## src/rtl/uart_rx.sv

```systemverilog
`timescale 1ns/1ps
// uart_rx: 11-bit frame receiver (start, 8 data LSB first, even parity, stop)
// with a two-flop input synchronizer, break detection and a single-entry
// output register with valid/acknowledge handshake and overrun flag.
module uart_rx #(
    parameter int unsigned CLKS_PER_BIT = 16
) (
    input  logic       i_Clk,
    input  logic       i_RST,
    input  logic       i_Serial_In,
    input  logic       i_Data_Ack,
    output logic [7:0] o_Data_Out,
    output logic       o_Data_Valid,
    output logic       o_Parity_Err,
    output logic       o_Frame_Err,
    output logic       o_Overrun,
    output logic       o_RBusy
);

    localparam int unsigned    CW       = (CLKS_PER_BIT > 1) ? $clog2(CLKS_PER_BIT) : 1;
    localparam logic [CW-1:0]  CNT_FULL = CW'(CLKS_PER_BIT - 1);
    localparam logic [CW-1:0]  CNT_HALF = CW'(CLKS_PER_BIT / 2 - 1);

    typedef enum logic [2:0] {
        S_Idle,
        S_Start,
        S_Data,
        S_Parity,
        S_Stop,
        S_Break
    } state_t;

    logic          r_sync1;
    logic          r_sync2;
    logic          r_rx_d;
    logic [1:0]    r_settle;

    state_t        r_state;
    logic [CW-1:0] r_cnt;
    logic [2:0]    r_bit;
    logic [7:0]    r_shift;
    logic          r_par;
    logic          r_stop;
    logic          r_done;

    logic [7:0]    r_data;
    logic          r_valid;
    logic          r_perr;
    logic          r_ferr;
    logic          r_ovr;
    logic          r_busy;

    logic          w_rx_s;
    logic          w_cnt_full;
    logic          w_fall;

    assign w_rx_s     = r_sync2;
    assign w_cnt_full = (r_cnt == CNT_FULL);
    // The sync flops reset high, so an edge seen before the pipeline has
    // refilled with real line samples could be a reset artefact; start
    // detection waits until r_rx_d and w_rx_s both reflect the real line.
    assign w_fall     = (r_settle == 2'd3) && r_rx_d && !w_rx_s;

    // Input synchronizer, edge-detect history and post-reset settle counter
    always_ff @(posedge i_Clk) begin
        if (i_RST) begin
            r_sync1  <= 1'b1;
            r_sync2  <= 1'b1;
            r_rx_d   <= 1'b1;
            r_settle <= '0;
        end else begin
            r_sync1 <= i_Serial_In;
            r_sync2 <= r_sync1;
            r_rx_d  <= w_rx_s;
            if (r_settle != 2'd3) begin
                r_settle <= r_settle + 2'd1;
            end
        end
    end

    // Receive FSM, bit timing and registered output/handshake logic
    always_ff @(posedge i_Clk) begin
        if (i_RST) begin
            r_state <= S_Idle;
            r_cnt   <= '0;
            r_bit   <= '0;
            r_shift <= '0;
            r_par   <= 1'b0;
            r_stop  <= 1'b1;
            r_done  <= 1'b0;
            r_data  <= '0;
            r_valid <= 1'b0;
            r_perr  <= 1'b0;
            r_ferr  <= 1'b0;
            r_ovr   <= 1'b0;
            r_busy  <= 1'b0;
        end else begin
            r_done <= 1'b0;
            case (r_state)
                S_Idle: begin
                    r_cnt <= '0;
                    if (w_fall) begin
                        r_state <= S_Start;
                        r_busy  <= 1'b1;
                    end
                end
                S_Start: begin
                    if (r_cnt == CNT_HALF) begin
                        r_cnt <= '0;
                        if (!w_rx_s) begin
                            r_state <= S_Data;
                            r_bit   <= '0;
                        end else begin
                            r_state <= S_Idle;
                            r_busy  <= 1'b0;
                        end
                    end else begin
                        r_cnt <= r_cnt + CW'(1);
                    end
                end
                S_Data: begin
                    if (w_cnt_full) begin
                        r_cnt   <= '0;
                        r_shift <= {w_rx_s, r_shift[7:1]};
                        if (r_bit == 3'd7) begin
                            r_state <= S_Parity;
                        end else begin
                            r_bit <= r_bit + 3'd1;
                        end
                    end else begin
                        r_cnt <= r_cnt + CW'(1);
                    end
                end
                S_Parity: begin
                    if (w_cnt_full) begin
                        r_cnt   <= '0;
                        r_par   <= w_rx_s;
                        r_state <= S_Stop;
                    end else begin
                        r_cnt <= r_cnt + CW'(1);
                    end
                end
                S_Stop: begin
                    if (w_cnt_full) begin
                        r_cnt  <= '0;
                        r_stop <= w_rx_s;
                        r_done <= 1'b1;
                        if (w_rx_s) begin
                            r_state <= S_Idle;
                            r_busy  <= 1'b0;
                        end else begin
                            r_state <= S_Break;
                        end
                    end else begin
                        r_cnt <= r_cnt + CW'(1);
                    end
                end
                S_Break: begin
                    r_cnt <= '0;
                    if (w_rx_s) begin
                        r_state <= S_Idle;
                        r_busy  <= 1'b0;
                    end
                end
                default: begin
                    r_state <= S_Idle;
                    r_cnt   <= '0;
                    r_busy  <= 1'b0;
                end
            endcase

            // Completed byte has priority; a same-cycle ack only suppresses overrun
            if (r_done) begin
                r_data  <= r_shift;
                r_valid <= 1'b1;
                r_perr  <= (^r_shift) ^ r_par;
                r_ferr  <= ~r_stop;
                r_ovr   <= r_valid & ~i_Data_Ack;
            end else if (r_valid && i_Data_Ack) begin
                r_valid <= 1'b0;
                r_ovr   <= 1'b0;
            end
        end
    end

    assign o_Data_Out   = r_data;
    assign o_Data_Valid = r_valid;
    assign o_Parity_Err = r_perr;
    assign o_Frame_Err  = r_ferr;
    assign o_Overrun    = r_ovr;
    assign o_RBusy      = r_busy;

endmodule

```

## config.mk

```make
export PLATFORM = sky130hd
export DESIGN_NAME = uart_rx
export DESIGN_NICKNAME = d
export VERILOG_FILES = /design/src/rtl/uart_rx.sv
export SDC_FILE = /design/constraint.sdc
export NUM_CORES = 1
export LEC_CHECK = 0
export ABC_AREA = 1
export BUFFER_PORTS_ARGS = -buffer_cell sky130_fd_sc_hd__buf_2
export CORE_UTILIZATION = 60
export CTS_BUF_LIST = sky130_fd_sc_hd__clkbuf_16
export DETAILED_ROUTE_END_ITERATION = 7
export GPL_ROUTABILITY_DRIVEN = 0
export PLACE_DENSITY = 0.81
export SETUP_SLACK_MARGIN = 0.05
export SYNTH_ARGS = -nofsm -noshare
export SYNTH_HDL_FRONTEND = slang
export SYNTH_SLANG_ARGS = --single-unit
```

## constraint.sdc

```tcl
create_clock -name i_Clk -period 2.74 [get_ports i_Clk]
set_input_delay 0.548 -clock i_Clk [delete_from_list [all_inputs] [get_ports i_Clk]]
set_output_delay 0.548 -clock i_Clk [all_outputs]
set_load 0.05 [all_outputs]
```

# Yosys cells after proc, flatten, opt, wreduce, memory -nomap -nowiden
# Cells that the tools add are included.
[op_classes]
n_eq_ne = 19
add_sub_neg = 3
n_mux = 27
bitwise_logic = 6
reduce_logical = 17
[op_table]
columns = ["op", "count"]
rows = [
  ["3-bit two-way mux", 12],
  ["2-bit != test (second input constant)", 10],
  ["3-bit one-hot mux with 6 select lines", 1],
  ["3-bit == test (second input constant)", 3],
  ["1-bit two-way mux", 8],
  ["4-bit two-way mux", 2],
  ["4-bit one-hot mux with 2 select lines", 1],
  ["8-bit XOR reduction", 1],
  ["7-bit AND reduction", 1],
  ["3-bit by 2-bit == test with 1-bit output (second input constant)", 2],
  ["3-bit one-hot mux with 2 select lines", 1],
  ["2-bit AND reduction", 3],
  ["1-bit one-hot mux with 5 select lines", 1],
  ["5-bit AND reduction", 1],
  ["4-bit by 1-bit adder with 4-bit output (second input constant)", 1],
  ["4-bit by 3-bit == test with 1-bit output (second input constant)", 1],
  ["4-bit == test (second input constant)", 1],
  ["1-bit NOT", 4],
  ["4-bit AND reduction", 1],
  ["2-bit nonzero test", 2],
  ["2-bit OR reduction", 2],
  ["3-bit by 1-bit adder with 3-bit output (second input constant)", 1],
  ["3-bit by 1-bit == test with 1-bit output (second input constant)", 1],
  ["1-bit logical AND", 3],
  ["8 further kinds", 8],
]
[word_totals]
elab_cells = 89
ff_bits = 39
inputBits = 4
out_inout_bits = 13

# Longest topological paths before layout
# Gate-level depths: netlist (run 1).
[depth]
word_depth = 5
ltp_mapped = 11
ltp_nobuf = 11

# Worst setup path before layout (run 1)
# No wires, ideal clock.
[synth_path]
path_type = "input to register"
start = "in i_RST"
end = "reg r_data[1] (netlist: o_Data_Out[1])"
n_path_buf = 3
required_ps = 2670
slack_ps = 1404
path_stages = 6
setup_time_ps = 70
t_arrival_ps = 1266
cell_sequence = "buf_2 -> inv_1 -> buf_2 -> buf_2 -> o21ai_0 -> a21oi_1"
[synth_lines]
columns = ["element", "line_no", "text"]
rows = [
  ["from (decl)", "9", "input logic i_RST,"],
  ["to (signal assigned)", "174", "r_data <= r_shift;"],
  ["to (decl)", "46", "logic [7:0] r_data;"],
]

# Worst setup path in the final report (run 1)
[layout_path]
start = "reg r_cnt[0]"
end = "reg r_shift[5]"
[layout_between]
elab_chain_len = 2
[layout_rtl]
columns = ["element", "line_no", "text"]
rows = [
  ["from (decl)", "39", "logic [CW-1:0] r_cnt;"],
  ["from (signal assigned)", "118", "r_cnt <= r_cnt + CW'(1);"],
  ["from (signal assigned)", "131", "r_cnt <= r_cnt + CW'(1);"],
  ["from (signal assigned)", "140", "r_cnt <= r_cnt + CW'(1);"],
  ["4-bit == test", "58", "assign w_cnt_full = (r_cnt == CNT_FULL);"],
  ["2-bit AND reduction (no line)", "-", ""],
  ["to (signal assigned)", "124", "r_shift <= {w_rx_s, r_shift[7:1]};"],
  ["to (decl)", "41", "logic [7:0] r_shift;"],
]
# Every way passes these cells.
# A chain may end at the register's enable or synchronous reset.

==> results of run 1 <==
synth_stat cells (all sizes together):
library cell / count
xor2: 2
dfxtp: 39
a21oi: 23
clkbuf: 3
nor2: 33
o211ai: 1
buf: 4
ha: 4
or2: 2
nor3: 1
o22ai: 1
nand2: 50
o21ai: 27
a31oi: 1
nand3: 11
nand4: 5
inv: 26
power by group through the flow:
| stage | Sequential [uW] | Clock (uW) | Combinational, uW |
|---|---|---|---|
| 2_1_floorplan | 673 | 0 | 416 |
| 3_3_place_gp | 662 | 0 | 507 |
| 3_5_place_dp | 662 | 0 | 506 |
| 4_1_cts | 650 | 553 | 510 |
| 5_1_grt | 657 | 581 | 576 |
| 6_report | 650 | 542 | 517 |
flip-flops by register name (all words and copies together), names as in the netlist, 2 cells and up:
| name | cells |
|---|---|
| o_Data_Out | 8 |
| r_shift | 8 |
| r_state | 3 |
| r_settle | 2 |
| r_bit | 3 |
| r_cnt | 4 |
cells by family after synthesis:
group	count (synthesis)	synth area share [%]
adders and majority gates	4	2.872
and+or+nand+nor	102	27.42
xor gates and xnor gates	2	1.005
AOI/OAI and AO/OA	53	16.15
buffers and inverters	33	7.753
DFF	39	44.80
worst paths after layout:
| check | start | to | slack, ps | depth (start not counted) |
|---|---|---|---|---|
| worst min register to register | r_sync1$_SDFF_PP1_ | r_sync2$_SDFF_PP1_ | 400 | 1 |
| worst max-delay path | r_cnt[0]$_SDFF_PP0_ | r_shift[5]$_SDFFE_PP0P_ | 1160 | 8 |
| worst min-delay path | r_sync1$_SDFF_PP1_ | r_sync2$_SDFF_PP1_ | 400 | 1 |
| worst max register to register | r_cnt[0]$_SDFF_PP0_ | r_shift[5]$_SDFFE_PP0P_ | 1160 | 8 |
critical path, cell delays in order, from the launching register on:
cell                      delay, ps
sky130_fd_sc_hd__dfxtp_1        350
sky130_fd_sc_hd__ha_1           170
sky130_fd_sc_hd__nand2_1         70
sky130_fd_sc_hd__inv_1           80
sky130_fd_sc_hd__nand2_2        110
sky130_fd_sc_hd__nor2_4         300
sky130_fd_sc_hd__inv_1          120
sky130_fd_sc_hd__o21ai_0        190
sky130_fd_sc_hd__a21oi_1         60
metrics by stage:
step / power [uW] / cell area (um2) / hold WS, ps / util, %
floorplan: 1088 / 1743 / 389.5 / -
global placement: 1169 / 1824 / 391.3 / 66.15
detailed placement: 1168 / 1824 / 393.2 / 66.15
CTS: 1713 / 1964 / 406.1 / 71.23
global route: 1814 / 1964 / 420.3 / 71.23
finish: 1708 / 1964 / 404.8 / 71.23
layout make-up:
type	count	area [um2]	area share [%]
Clock inverter	3	15.01	0.7643
Multi-Input combinational cell	161	827.0	42.10
Sequential cell	39	780.7	39.75
Clock buffer	5	125.1	6.369
Inverter	26	97.59	4.968
Tap cell	31	38.79	1.975
Timing Repair Buffer	16	80.08	4.076
per-layer routing:
metal,routed length (um),share of wire [%]
met1,1582,51
met2,1316,43
met3,141,4.6
met4,32,1.0
met5,0,0
==> impl.org, run 1 <==
** Drt
- Residual DRC count :: 0
- 1st-pass router iterations :: 4
- The first routing iteration left 51 violations.
- WL per Instance :: 10.93 um
- Summed over all layers, the routed wires come to 3.072 mm.
- Detailed-route vias per instance :: 5.260
- The count of nets left with antenna violations once routing finished came out at 0.
- Via count :: 1,478

** Finish
- Excluding fillers, the count of instances in the completed layout stands at 281.
- Of the cells placed in the final design, the portion with a size suffix greater than 1 is 18.00%.
- The top cell types in the final layout, fill and taps aside, are 47 x sky130_fd_sc_hd__nand2_1, 39 x sky130_fd_sc_hd__dfxtp_1, 23 x sky130_fd_sc_hd__o21ai_0, 23 x sky130_fd_sc_hd__nor2_1, 22 x sky130_fd_sc_hd__a21oi_1.
- The net count of the finished layout is 257.
- Most frequent standard cell in the layout excluding fill and tap cells :: sky130_fd_sc_hd__nand2_1
- Fillers :: 218
- The area growth from synthesis to layout is 12.71%.
- Antenna Diode Count :: 0

** Die
- Overall die width :: 55.90 um
- Floorplan core area :: 2758 um2
- The die covers 3124 um2.
- 17 I/O pins were placed.
- # rows :: 19
- From bottom edge to top edge, the die measures 55.90 um.
- Initial standard-cell utilization of the core :: 63.20%

** Global routing
- GRT Util Overall :: 23.27%
- Remaining global-route overflow :: 0
- Largest net degree at the start of global routing :: 30
- The first global-routing pass estimated 5.685 mm of wire.
- Initial antenna violation count :: 0
- The via count of the first global-routing pass came to 1,334.
- For this run, global-route usage on met3 was measured as 8.605%.
- Met1 Usage GRT :: 32.09%
- met2 is the most crowded layer.
- In the global route stage, met2 resource usage came out at 32.70%.

** Worst setup path
- At the worst endpoint, the arrival time is 1740 ps.
- The critical path in this run is classified as reg2reg.
- Data on the critical path is required at its endpoint by 2900 ps.
- STA classifies the critical path startpoint as a flop.
- Endpoint type of the worst setup path :: flop
- In this run the worst path has a maximum fanout of 14.

** STA
- Final clock skew :: 5.866 ps
- The number of hold-slack violations in the final timing report was 0.
- At the pin with the least slew margin, the transition time is 745.8 ps.
- Min Tclk post-route :: 1577 ps
- Worst path setup slack after routing :: 1163 ps
- Setup violations remaining at the end of the flow were counted as 0.
- Based on the critical path, the design can be clocked at up to 0.6341 GHz.
- Setup total negative slack on the finished layout was measured at 0 ps.
- Unrepaired setup endpoints after global routing :: no
- Tcrit/Tclk final :: 57.55%
- Final Slew Violations :: 0
- Worst max-slew margin expressed relative to the limit :: 50.23%

** Synth
- Synthesized flop and latch total :: 39
- Synth Warn # :: 0
- Post-synth design cell area :: 1743 um2
- Post-synth top area cell :: sky130_fd_sc_hd__dfxtp_1
- Number of distinct library cell variants in the gate-level netlist after synthesis :: 26
- Mean post-synth cell area :: 7.480 um2
- After synthesis, the largest area contributor takes up 44.80% of total cell area.
- Summing the sequential cell areas from Yosys gives 44.80% of the chip area.
- Net count after synthesis :: 241
- Post-Syn Instances :: 233
- Most area-consuming cells after synthesis :: sky130_fd_sc_hd__dfxtp_1 45%, sky130_fd_sc_hd__nand2_1 10%, sky130_fd_sc_hd__o21ai_0 6.6%

** CTS
- Clock tree root buffer cell :: sky130_fd_sc_hd__clkbuf_16
- Buffers added to address setup during post-CTS repair amount to 0.
- Later-pin clock latency in the skew report :: 280 ps
- CTS Buf Count :: 5
- The number of hold buffers added after CTS was 0.
- Maximum clock insertion buffer count :: 2
- Clk slew on worst S/H paths :: 60 ps
- Post-CTS repair changed the size of 0 cells.
- CTS sink cnt :: 39
- Count of H-tree levels built during CTS :: 2
- TritonCTS clock tree :: built

** Placed design
- The wire-length estimate of the detail-placed layout is 2.054 mm.
- The count of buffers added on input and output ports is 16.
- Post-placement cell count :: 273
- Setup slack at placement :: 1001 ps

** Pwr
- Worst-case vdd ir drop :: 0.7726 mV
- Switching component of the power :: 604.5 uW
- Power density over cell area :: 869.7 nW/um2
- Per report_power, the combinational group accounts for 30.2% of the total.
- Int Power :: 1104 uW
- In this run, flip-flops and latches consume 38.0% of the power.
- Net switching is 35.38% of the power.
- P_leak :: 0.0009456 uW
- Clock power share :: 31.7%

** Flow run
- Max-cap viol count :: 0

** Min path
- The tightest min-delay check is of the reg2reg type.

** Outcome
- The run finished with clean final reports.
Power figures use the tool's default switching activity.
==> run 2: changes to the inputs <==
--- a/config.mk
+++ b/config.mk
@@ -5,13 +5,13 @@
 export SDC_FILE = /design/constraint.sdc
 export NUM_CORES = 1
 export LEC_CHECK = 0
-export ABC_AREA = 1
+export ABC_AREA = 0
 export BUFFER_PORTS_ARGS = -buffer_cell sky130_fd_sc_hd__buf_2
-export CORE_UTILIZATION = 60
+export CORE_UTILIZATION = 52
 export CTS_BUF_LIST = sky130_fd_sc_hd__clkbuf_16
 export DETAILED_ROUTE_END_ITERATION = 7
 export GPL_ROUTABILITY_DRIVEN = 0
-export PLACE_DENSITY = 0.81
+export PLACE_DENSITY = 0.74
 export SETUP_SLACK_MARGIN = 0.05
 export SYNTH_ARGS = -nofsm -noshare
 export SYNTH_HDL_FRONTEND = slang
==> constraint.sdc (replaced) <==
create_clock -name i_Clk -period 1.27 [get_ports i_Clk]
set_input_delay 0.254 -clock i_Clk [delete_from_list [all_inputs] [get_ports i_Clk]]
set_output_delay 0.254 -clock i_Clk [all_outputs]
set_load 0.05 [all_outputs]
==> run 2 against run 1 <==
  * The run now ends with setup timing left
  * Sequential cell count unchanged
  * Sequential power increased by 98%
  * Clock skew is essentially flat
  * Synthesized cell count shrank 15%
==> impl.org, run 2 <==
** Outcome
- Run status :: finished, violations left
- Violated checks :: setup timing

** Synth
- Most area-consuming cells after synthesis :: sky130_fd_sc_hd__dfxtp_1 44%, sky130_fd_sc_hd__mux2i_1 6.2%, sky130_fd_sc_hd__a21oi_1 5.3%
- Sorting the synthesized cells by how often they occur yields 39 x sky130_fd_sc_hd__dfxtp_1, 19 x sky130_fd_sc_hd__a21oi_1, 19 x sky130_fd_sc_hd__nor2_1.
- Post-synth top area cell :: sky130_fd_sc_hd__dfxtp_1
- For this run, the leading register cell type out of synthesis is sky130_fd_sc_hd__dfxtp_1.
- The simple logic cell fraction of the synthesized area came to 23.91% (-3.5 points).
- Synthesized flop and latch total :: 39 (unchanged)
- The net count of the mapped netlist came to 207 (-14%).
- Fraction of registers with async set or reset after synthesis :: 0% (unchanged)
- The xor/xnor share of the synthesized area was 5.204% (+4.2 points).
- The number of warnings printed during yosys synthesis came to 0 (unchanged).
- The area share of the largest cell type after synthesis came to 43.88% (-0.91 points).
- Fraction of the yosys area taken by sequential cells :: 43.88% (-0.91 points)
- Number of enable flip-flop cells after synthesis :: 0 (unchanged)
- Number of distinct library cell variants in the gate-level netlist after synthesis :: 44 (+69%)
- Main combinational cell family by area after synthesis :: simple AND/OR/NAND/NOR gates
- Among all cell types in the netlist, the one instantiated most often is sky130_fd_sc_hd__dfxtp_1.
- The post-synth design cell area is 1779 um2 (+2.1%).
- Area share of fa/ha/maj cells after synthesis :: 2.813% (-0.059 points)
- Post-Syn Instances :: 199 (-15%)
- The multiplexer share of the synthesized area came to 6.188% (+6.2 points).
- The average instance area after synthesis came to 8.941 um2 (+20%).
- Share of the synthesized area in compound gates (AO/OA/AOI/OAI) :: 14.49% (-1.7 points)

** Placed design
- Post-placement cell count :: 285 (+4.4%)
- DPL Wire Length :: 2.859 mm (+39%)
- The number of port buffers was 16 (unchanged).

** Global routing
- The routing usage on met2 was 52.43% (+20 points).
- Met3 Track Usage GR :: 8.316% (-0.29 points)
- Remaining global-route overflow :: 0 (unchanged)
- The largest net degree at the start of global routing is 16 (-47%).
- The fraction of met1 tracks used by global routing is 34.12% (+2.0 points).
- Via count of the first global-routing pass :: 1,687 (+26%)
- Wire length of the first global-routing pass :: 7.879 mm (+39%)
- Busiest metal layer after global routing :: met2
- The number of antenna violations at the first check in global routing is 0 (unchanged).
- GRT Util Overall :: 29.34% (+6.1 points)

** Worst setup path
- The endpoint identified for the worst register-to-register timing path is r_state[1]$_SDFFE_PP0P_.
- The worst register-to-register path begins at r_bit[1]$_SDFFE_PP0P_.
- Element type at the critical path start :: flop
- The cell depth of the worst flop-to-flop path is 6 (-2).
- The worst setup path is captured at a flop.
- Stage delay of the slowest cell on the critical path :: 400 ps (+50 ps)
- The cell family contributing the most delay on the critical path is simple AND/OR/NAND/NOR gates.
- Critical path data arrival time :: 1840 ps (+100 ps)
- Required time at the endpoint of the critical path :: 1460 ps (-1440 ps)
- Among the stages of the critical path, the cell type that occurs most often is sky130_fd_sc_hd__ha_4.
- The highest fanout seen on the critical path came to 2 (-12).
- The flop-to-flop setup slack was -380 ps (-1540 ps).
- Walking the worst path, the cells encountered are ha_4, ha_4, nor4b_4, a211o_1, or4_1, a21oi_1.
- Startpoint-to-endpoint class of the critical path :: reg2reg
- CP max-delay cell :: sky130_fd_sc_hd__or4_1
- The sum of buffers and inverters on the critical path came to 0 (-2).
- CP Depth :: 6 (-2)

** Min path
- The min-delay analysis places its worst path in the category in2reg.
- The path with the worst hold slack has its endpoint at o_Overrun$_SDFFE_PP0P_.
- Hold Path Origin :: i_Data_Ack
- The number of cells on the worst hold path is 2 (+1).

** CTS
- Number of hold buffers added after cts :: 0 (unchanged)
- Count of H-tree levels built during CTS :: 2 (unchanged)
- Maximum clock insertion buffer count :: 2 (unchanged)
- CTS Buf Count :: 5 (unchanged)
- The clock network latency to the later pin of the worst-skew pair came to 280 ps (about the same).
- Clk slew on worst S/H paths :: 60 ps (about the same)
- CTS placed an instance of sky130_fd_sc_hd__clkbuf_16 at the clock tree root.
- The total number of clock tree sinks came to 39 (unchanged).
- TritonCTS clock tree :: built

** Drt
- The number of detailed-routing iterations run before antenna repair is 4 (unchanged).
- Residual antenna-violating net count after detailed routing :: 0 (unchanged)
- Via count :: 1,794 (+21%)
- The number of DRC markers after the initial detailed-route iteration was 141 (+180%).
- The average vias per placed instance was 5.901 (+12%).
- The routed wire length came to 5.266 mm (+71%).
- The number of design rule violations left after detail routing is 0 (unchanged).
- The routed wirelength normalized by instance count is 17.32 um (+58%).

** Pwr
- The maximum ir drop on the vdd rail was 0.8668 mV (+12%).
- The overall power of the completed layout came to 3336 uW (+95%).
- The leakage power of the design is 0.001084 uW (+15%).
- Power density over cell area :: 1242 nW/um2 (+43%)

** STA
- FMAX :: 0.6062 GHz (-4.4%)
- Worst path setup slack after routing :: -379.6 ps (-1543 ps)
- Min Tclk post-route :: 1650 ps (+72.60 ps)
- Tcrit/Tclk final :: 129.9% (+72 points)
- The final max-slew violation count came to 0 (unchanged).
- The final worst clock skew is 6.121 ps (+0.2550 ps).
- Least-Margin Pin Slew :: 321.1 ps (-424.7 ps)
- Total Neg Setup Slack :: -3423 ps (-3423 ps)
- The total setup violations reported at the end of the flow came to 19 (+19).
- The number of hold-slack violations in the final timing report was 0 (unchanged).
- Unrepaired setup endpoints after global routing :: yes
- Hold Worst Slack :: 174.7 ps (-230.1 ps)
- The relative slew slack is 78.29% (+28 points).

** Finish
- Most frequent standard cell in the layout excluding fill and tap cells :: sky130_fd_sc_hd__buf_4
- The core occupancy in the finished layout came to 85.16% (+14 points).
- The number of antenna cells inserted was 0 (unchanged).
- The area growth from synthesis to layout is 50.91%.
- Fraction of layout instances using a drive strength above 1 :: 45.00% (+27 points)
- The number of standard cells in the layout, taps in and fillers out came to 304 (+8.2%).
- Nets@finish :: 267 (+3.9%)
- The filler cell count in the final layout was 165 (-24%).
- Highest-count cells in the layout ignoring fill and taps :: 44 x sky130_fd_sc_hd__buf_4, 28 x sky130_fd_sc_hd__dfxtp_1, 18 x sky130_fd_sc_hd__nor2_1, 16 x sky130_fd_sc_hd__a21oi_1, 16 x sky130_fd_sc_hd__buf_2

** Flow run
- Max-cap viol count :: 0 (unchanged)

** Die
- The number of placement rows came to 20 (+1).
- Total Die Area :: 3660 um2 (+17%)
- The effective utilization at floorplan was 56.43% (-6.8 points).
- Floorplan core area :: 3153 um2 (+14%)
- Die H :: 60.50 um (+8.2%)
- The floorplan die width is 60.50 um (+8.2%).
- The top-level I/O count was 17 (unchanged).
run 2: cell count changes in the layout (fill, tap and decap cells not counted), sizes merged, moves of 3 or more:
cell | before | now
nand3b | 0 | 3
nand2b | 0 | 9
nor3b | 0 | 3
buf | 16 | 64
xnor2 | 0 | 4
nand2 | 50 | 11
nor2 | 33 | 19
mux2i | 0 | 11
a21oi | 23 | 19
inv | 26 | 3
o21ai | 27 | 8
a211oi | 0 | 3
run 2: cell families after synthesis:
| kind of cell | count (synthesis) |
|---|---|
| buffers and inverters | 14 |
| flip-flops | 39 |
| AO/OA/AOI/OAI | 43 |
| multiplexers | 11 |
| adder cells (fa/ha/maj) | 4 |
| AND/OR/NAND/NOR | 79 |
| XOR/XNOR | 9 |
run 2: worst max path at each step:
| stage | slack, ps | to | from |
|---|---|---|---|
| 2_1_floorplan | -180 | r_state[1]$_SDFFE_PP0P_ | r_bit[1]$_SDFFE_PP0P_ |
| 3_3_place_gp | -210 | r_state[1]$_SDFFE_PP0P_ | r_state[0]$_SDFFE_PP0P_ |
| 3_5_place_dp | -310 | r_bit[0]$_SDFFE_PP0P_ | r_state[0]$_SDFFE_PP0P_ |
| 4_1_cts | -230 | r_state[1]$_SDFFE_PP0P_ | r_bit[1]$_SDFFE_PP0P_ |
| 5_1_grt | -390 | r_state[1]$_SDFFE_PP0P_ | r_bit[1]$_SDFFE_PP0P_ |
| 6_report | -380 | r_state[1]$_SDFFE_PP0P_ | r_bit[1]$_SDFFE_PP0P_ |
run 2: repair_timing:
item,4_1_cts,5_1_grt
gates resized for setup,25,15
setup buffers,7,4
endpoints found under the setup margin,21,21
pin swaps,10,4
run 2: final cells by class:
class | instances | area, um2 | share of cell area (%)
clock buffer | 5 | 125.1 | 4.660
clock inverter | 3 | 63.81 | 2.377
inverter | 2 | 7.507 | 0.2796
multi-input combinational | 146 | 1174 | 43.71
sequential | 39 | 799.5 | 29.78
tap | 44 | 55.05 | 2.050
timing repair buffer | 65 | 460.4 | 17.15
run 2: power breakdown:
group	internal (uW)	total, uW	switching, uW
Clock	1120	1590	474
Combinational	228	452	224
Sequential	1260	1290	36.8
run 2: routing by layer:
metal,vias to the layer above,routed length (um),part of all wire (%)
li1,828,-,-
met1,849,2147,41
met2,89,2622,50
met3,28,319,6.1
met4,0,176,3.3
met5,-,0,0
run 2: through the flow:
| stage | setup slack, ps | area [um2] |
|---|---|---|
| global route | -386.2 | 2685 |
| finish | -379.6 | 2685 |
| floorplan | -180.4 | 1898 |
| detailed placement | -313.5 | 2243 |
| global placement | -215.0 | 2243 |
| CTS | -228.7 | 2579 |
==> run 3: changes to the inputs <==
--- a/config.mk
+++ b/config.mk
@@ -7,11 +7,11 @@
 export LEC_CHECK = 0
 export ABC_AREA = 0
 export BUFFER_PORTS_ARGS = -buffer_cell sky130_fd_sc_hd__buf_2
-export CORE_UTILIZATION = 52
+export CORE_UTILIZATION = 45
 export CTS_BUF_LIST = sky130_fd_sc_hd__clkbuf_16
 export DETAILED_ROUTE_END_ITERATION = 7
 export GPL_ROUTABILITY_DRIVEN = 0
-export PLACE_DENSITY = 0.74
+export PLACE_DENSITY = 0.66
 export SETUP_SLACK_MARGIN = 0.05
 export SYNTH_ARGS = -nofsm -noshare
 export SYNTH_HDL_FRONTEND = slang
==> run 3 against run 2 <==
  * The run still ends with setup timing left
  * Worst setup slack improved by 61 ps
  * Clock-buffer cell count is the same
  * Highest routed layer unchanged
  * Die area grew 15%
  * Clock skew fell by 2.1 ps
  * Register-to-register slack gained 60 ps
  * Core utilization is 13 points lower
  * Largest power group is now registers
  * First-iteration DRC count decreased by 57%
==> impl.org, run 3 (synthesized netlist as in run 2, its figures left out) <==
** Worst setup path
- Maximum fanout along the worst path :: 2 (unchanged)
- The cell depth of the worst flop-to-flop path is 6 (unchanged).
- Startpoint-to-endpoint class of the critical path :: reg2reg
- In this run the critical register-to-register path is captured at r_state[1]$_SDFFE_PP0P_.
- The cell that appears most often on the critical path is sky130_fd_sc_hd__ha_4.
- The instance count on the critical path came to 6 (unchanged).
- The worst setup path is captured at a flop.
- Grouping stages by cell kind, the critical path spends the most delay in simple AND/OR/NAND/NOR gates.
- Critical register-to-register path startpoint :: r_bit[1]$_SDFFE_PP0P_
- Traced cell by cell, the critical path runs through ha_4, ha_4, nor4b_2, a211o_1, or4_4, a21oi_2.
- Following the worst setup path forward leads to its endpoint at r_state[1]$_SDFFE_PP0P_.
- The sum of buffers and inverters on the critical path is 0 (unchanged).
- Timing startpoint of the critical path :: r_bit[1]$_SDFFE_PP0P_
- Stage delay of the slowest cell on the critical path :: 430 ps (+30 ps)
- Required time at the endpoint of the critical path :: 1480 ps (+20 ps)
- The flop-to-flop setup slack was -320 ps (+60 ps).
- The slowest stage of the critical path is the sky130_fd_sc_hd__or4_4 cell.
- Critical path data arrival time :: 1790 ps (-50 ps)
- The worst setup path is launched from a flop.

** CTS
- Clk slew on worst S/H paths :: 60 ps (about the same)
- Count of H-tree levels built during CTS :: 2 (unchanged)
- The tree is rooted in a sky130_fd_sc_hd__clkbuf_16.
- The largest buffer count on any clock path is 2 (unchanged).
- CTS sink cnt :: 39 (unchanged)
- TritonCTS built the clock tree.
- Later-pin clock latency in the skew report :: 280 ps (about the same)
- The number of buffers created by CTS was 5 (unchanged).
- Number of hold buffers added after cts :: 0 (unchanged)

** Outcome
- The flow ran to the end, but the final reports show violations.
- Violated checks :: setup timing

** Drt
- The number of DRC markers after the initial detailed-route iteration was 60 (-57%).
- 1st-pass router iterations :: 4 (unchanged)
- Wire length on met2 :: 2.553 mm (-2.6%)
- WL per Instance :: 15.94 um (-8.0%)
- The number of design rule violations left after detail routing was 0 (unchanged).
- The routed wire length came to 4.877 mm (-7.4%).
- The routed length on met3 is 228 um (-29%).
- Routed signal wires occupy layers up through met4.
- The average vias per placed instance came to 5.552 (-5.9%).
- The wire length on met1 was 2.057 mm (-4.2%).
- The number of vias after detailed routing was 1,699 (-5.3%).
- Residual antenna-violating net count after detailed routing :: 0 (unchanged)

** Die
- Overall die width :: 64.88 um (+7.2%)
- The top-level I/O count was 17 (unchanged).
- The number of placement rows was 22 (+10%).
- The die boundary height is 64.88 um (+7.2%).
- Total Die Area :: 4209 um2 (+15%)
- Initial standard-cell utilization of the core :: 47.88% (-8.5 points)
- Floorplan core area :: 3716 um2 (+18%)

** Finish
- Highest-count cells in the layout ignoring fill and taps :: 35 x sky130_fd_sc_hd__buf_4, 28 x sky130_fd_sc_hd__dfxtp_1, 18 x sky130_fd_sc_hd__nor2_1, 16 x sky130_fd_sc_hd__a21oi_1, 16 x sky130_fd_sc_hd__buf_2
- The library cell used most frequently in the layout, excluding fill and tap cells, is sky130_fd_sc_hd__buf_4.
- Fraction of layout instances using a drive strength above 1 :: 44.96% (about the same)
- Antenna Diode Count :: 0 (unchanged)
- Post-route non-filler standard cell count :: 306 (+0.66%)
- The post-layout net count came to 265 (-0.75%).
- Relative to the synthesized area, the layout overhead comes to 50.21%.

** Global routing
- Remaining global-route overflow :: 0 (unchanged)
- Initial antenna violation count :: 0 (unchanged)
- GRT Util Overall :: 22.94% (-6.4 points)
- Largest net degree at the start of global routing :: 17 (+1)
- Wire length of the first global-routing pass :: 7.362 mm (-6.6%)
- The via count of the first global-routing pass was 1,583 (-6.2%).

** Pwr
- Int Power :: 2144 uW (-18%)
- Worst-case vdd ir drop :: 0.9211 mV (+6.3%)
- Sequential share of power :: 45.4% (+6.7 points)
- The power per cell area is 1062 nW/um2 (-15%).
- Power consumption :: 2838 uW (-15%)
- Switching component of the power :: 693.8 uW (-5.6%)
- The combinational group share of total power is 13.3% (-0.2 points).
- The leakage power of the design is 0.001069 uW (-1.4%).
- Switching portion of total power :: 24.45% (+2.4 points)
- The fraction of power consumed by the clock network was 41.3% (-6.4 points).

** Placed design
- The number of port buffers was 16 (unchanged).
- The instance count after placement with tap cells included is 287 (+0.70%).
- DPL Wire Length :: 2.907 mm (+1.7%)

** STA
- Worst max-slew margin expressed relative to the limit :: 71.11% (-7.2 points)
- The clock period minus worst slack came to 1588 ps (-61.30 ps).
- The final max-slew violation count came to 0 (unchanged).
- Final clock skew :: 4.023 ps (-2.098 ps)
- The maximum achievable frequency came to 0.6296 GHz (+3.9%).
- Total Neg Setup Slack :: -2633 ps (+790.3 ps)
- Count of final setup violators :: 20 (+1)
- The slew at the pin closest to its max-slew limit came to 427.6 ps (+106.5 ps).
- Unrepaired setup endpoints after global routing :: yes
- The number of hold-slack violations in the final timing report is 0 (unchanged).
- The setup slack after layout came to -318.3 ps (+61.30 ps).
- Tcrit/Tclk final :: 125.1% (-4.8 points)

** Flow run
- Max-cap viol count :: 0 (unchanged)

** Min path
- Type of the worst min-delay path :: in2reg
==> run 3: cell count changes in the layout (fill, tap and decap cells not counted), moves of 2 or more <==
cell,previous run,this run
sky130_fd_sc_hd__o21ai_1,4,1
sky130_fd_sc_hd__bufinv_16,2,0
sky130_fd_sc_hd__buf_6,4,12
sky130_fd_sc_hd__o21ai_0,3,5
sky130_fd_sc_hd__or4_4,0,2
sky130_fd_sc_hd__dfxtp_2,9,7
sky130_fd_sc_hd__buf_4,44,35
sky130_fd_sc_hd__or4_1,2,0
sky130_fd_sc_hd__dfxtp_4,2,4
==> run 3: timing repair <==
action	4_1_cts	5_1_grt
buffers inserted	5	7
resized for setup	24	29
pin swaps	7	17
endpoints found under the setup margin	21	21
==> run 3: worst min path at each step <==
stage | start | to | slack, ps | cells past startpoint
after detailed placement | r_sync1$_SDFF_PP1_ | r_sync2$_SDFF_PP1_ | 390 | 1
after floorplan | i_Data_Ack | o_Overrun$_SDFFE_PP0P_ | 360 | 1
after global placement | r_sync1$_SDFF_PP1_ | r_sync2$_SDFF_PP1_ | 390 | 1
final | i_Serial_In | r_sync1$_SDFF_PP1_ | 170 | 2
after global routing | i_Serial_In | r_sync1$_SDFF_PP1_ | 180 | 2
after CTS | i_Serial_In | r_sync1$_SDFF_PP1_ | 160 | 2
==> run 3: power by group through the flow <==
stage | registers, uW | logic, uW | clock network [uW]
floorplan | 1310 | 185 | 0
global placement | 1310 | 285 | 0
detailed placement | 1310 | 295 | 0
CTS | 1290 | 314 | 1200
global route | 1290 | 412 | 1250
finish | 1290 | 377 | 1170
==> run 3: final cells by class <==
class	count	area, um2
multi-input combinational	146	1185
sequential	39	804.5
timing repair buffer	63	478.0
fill	275	1044
inverter	2	7.507
tap	48	60.06
clock inverter	3	12.51
clock buffer	5	125.1
==> run 3: through the flow <==
stage | hold WS, ps | util, % | setup WS (ps) | cell area (um2)
after detailed placement | 393.7 | 60.10 | -278.0 | 2233
final | 171.9 | 71.92 | -318.3 | 2673
after floorplan | 356.2 | - | -180.4 | 1898
after CTS | 162.6 | 67.21 | -267.9 | 2497
after global routing | 175.9 | 71.92 | -378.7 | 2673
after global placement | 392.5 | 60.10 | -208.4 | 2233
==> run 3: routing by layer <==
metal,up-vias,global-route usage (%)
li1,821,-
met1,832,29.55
met2,42,36.72
met3,4,5.634
met4,0,8.611
met5,-,0
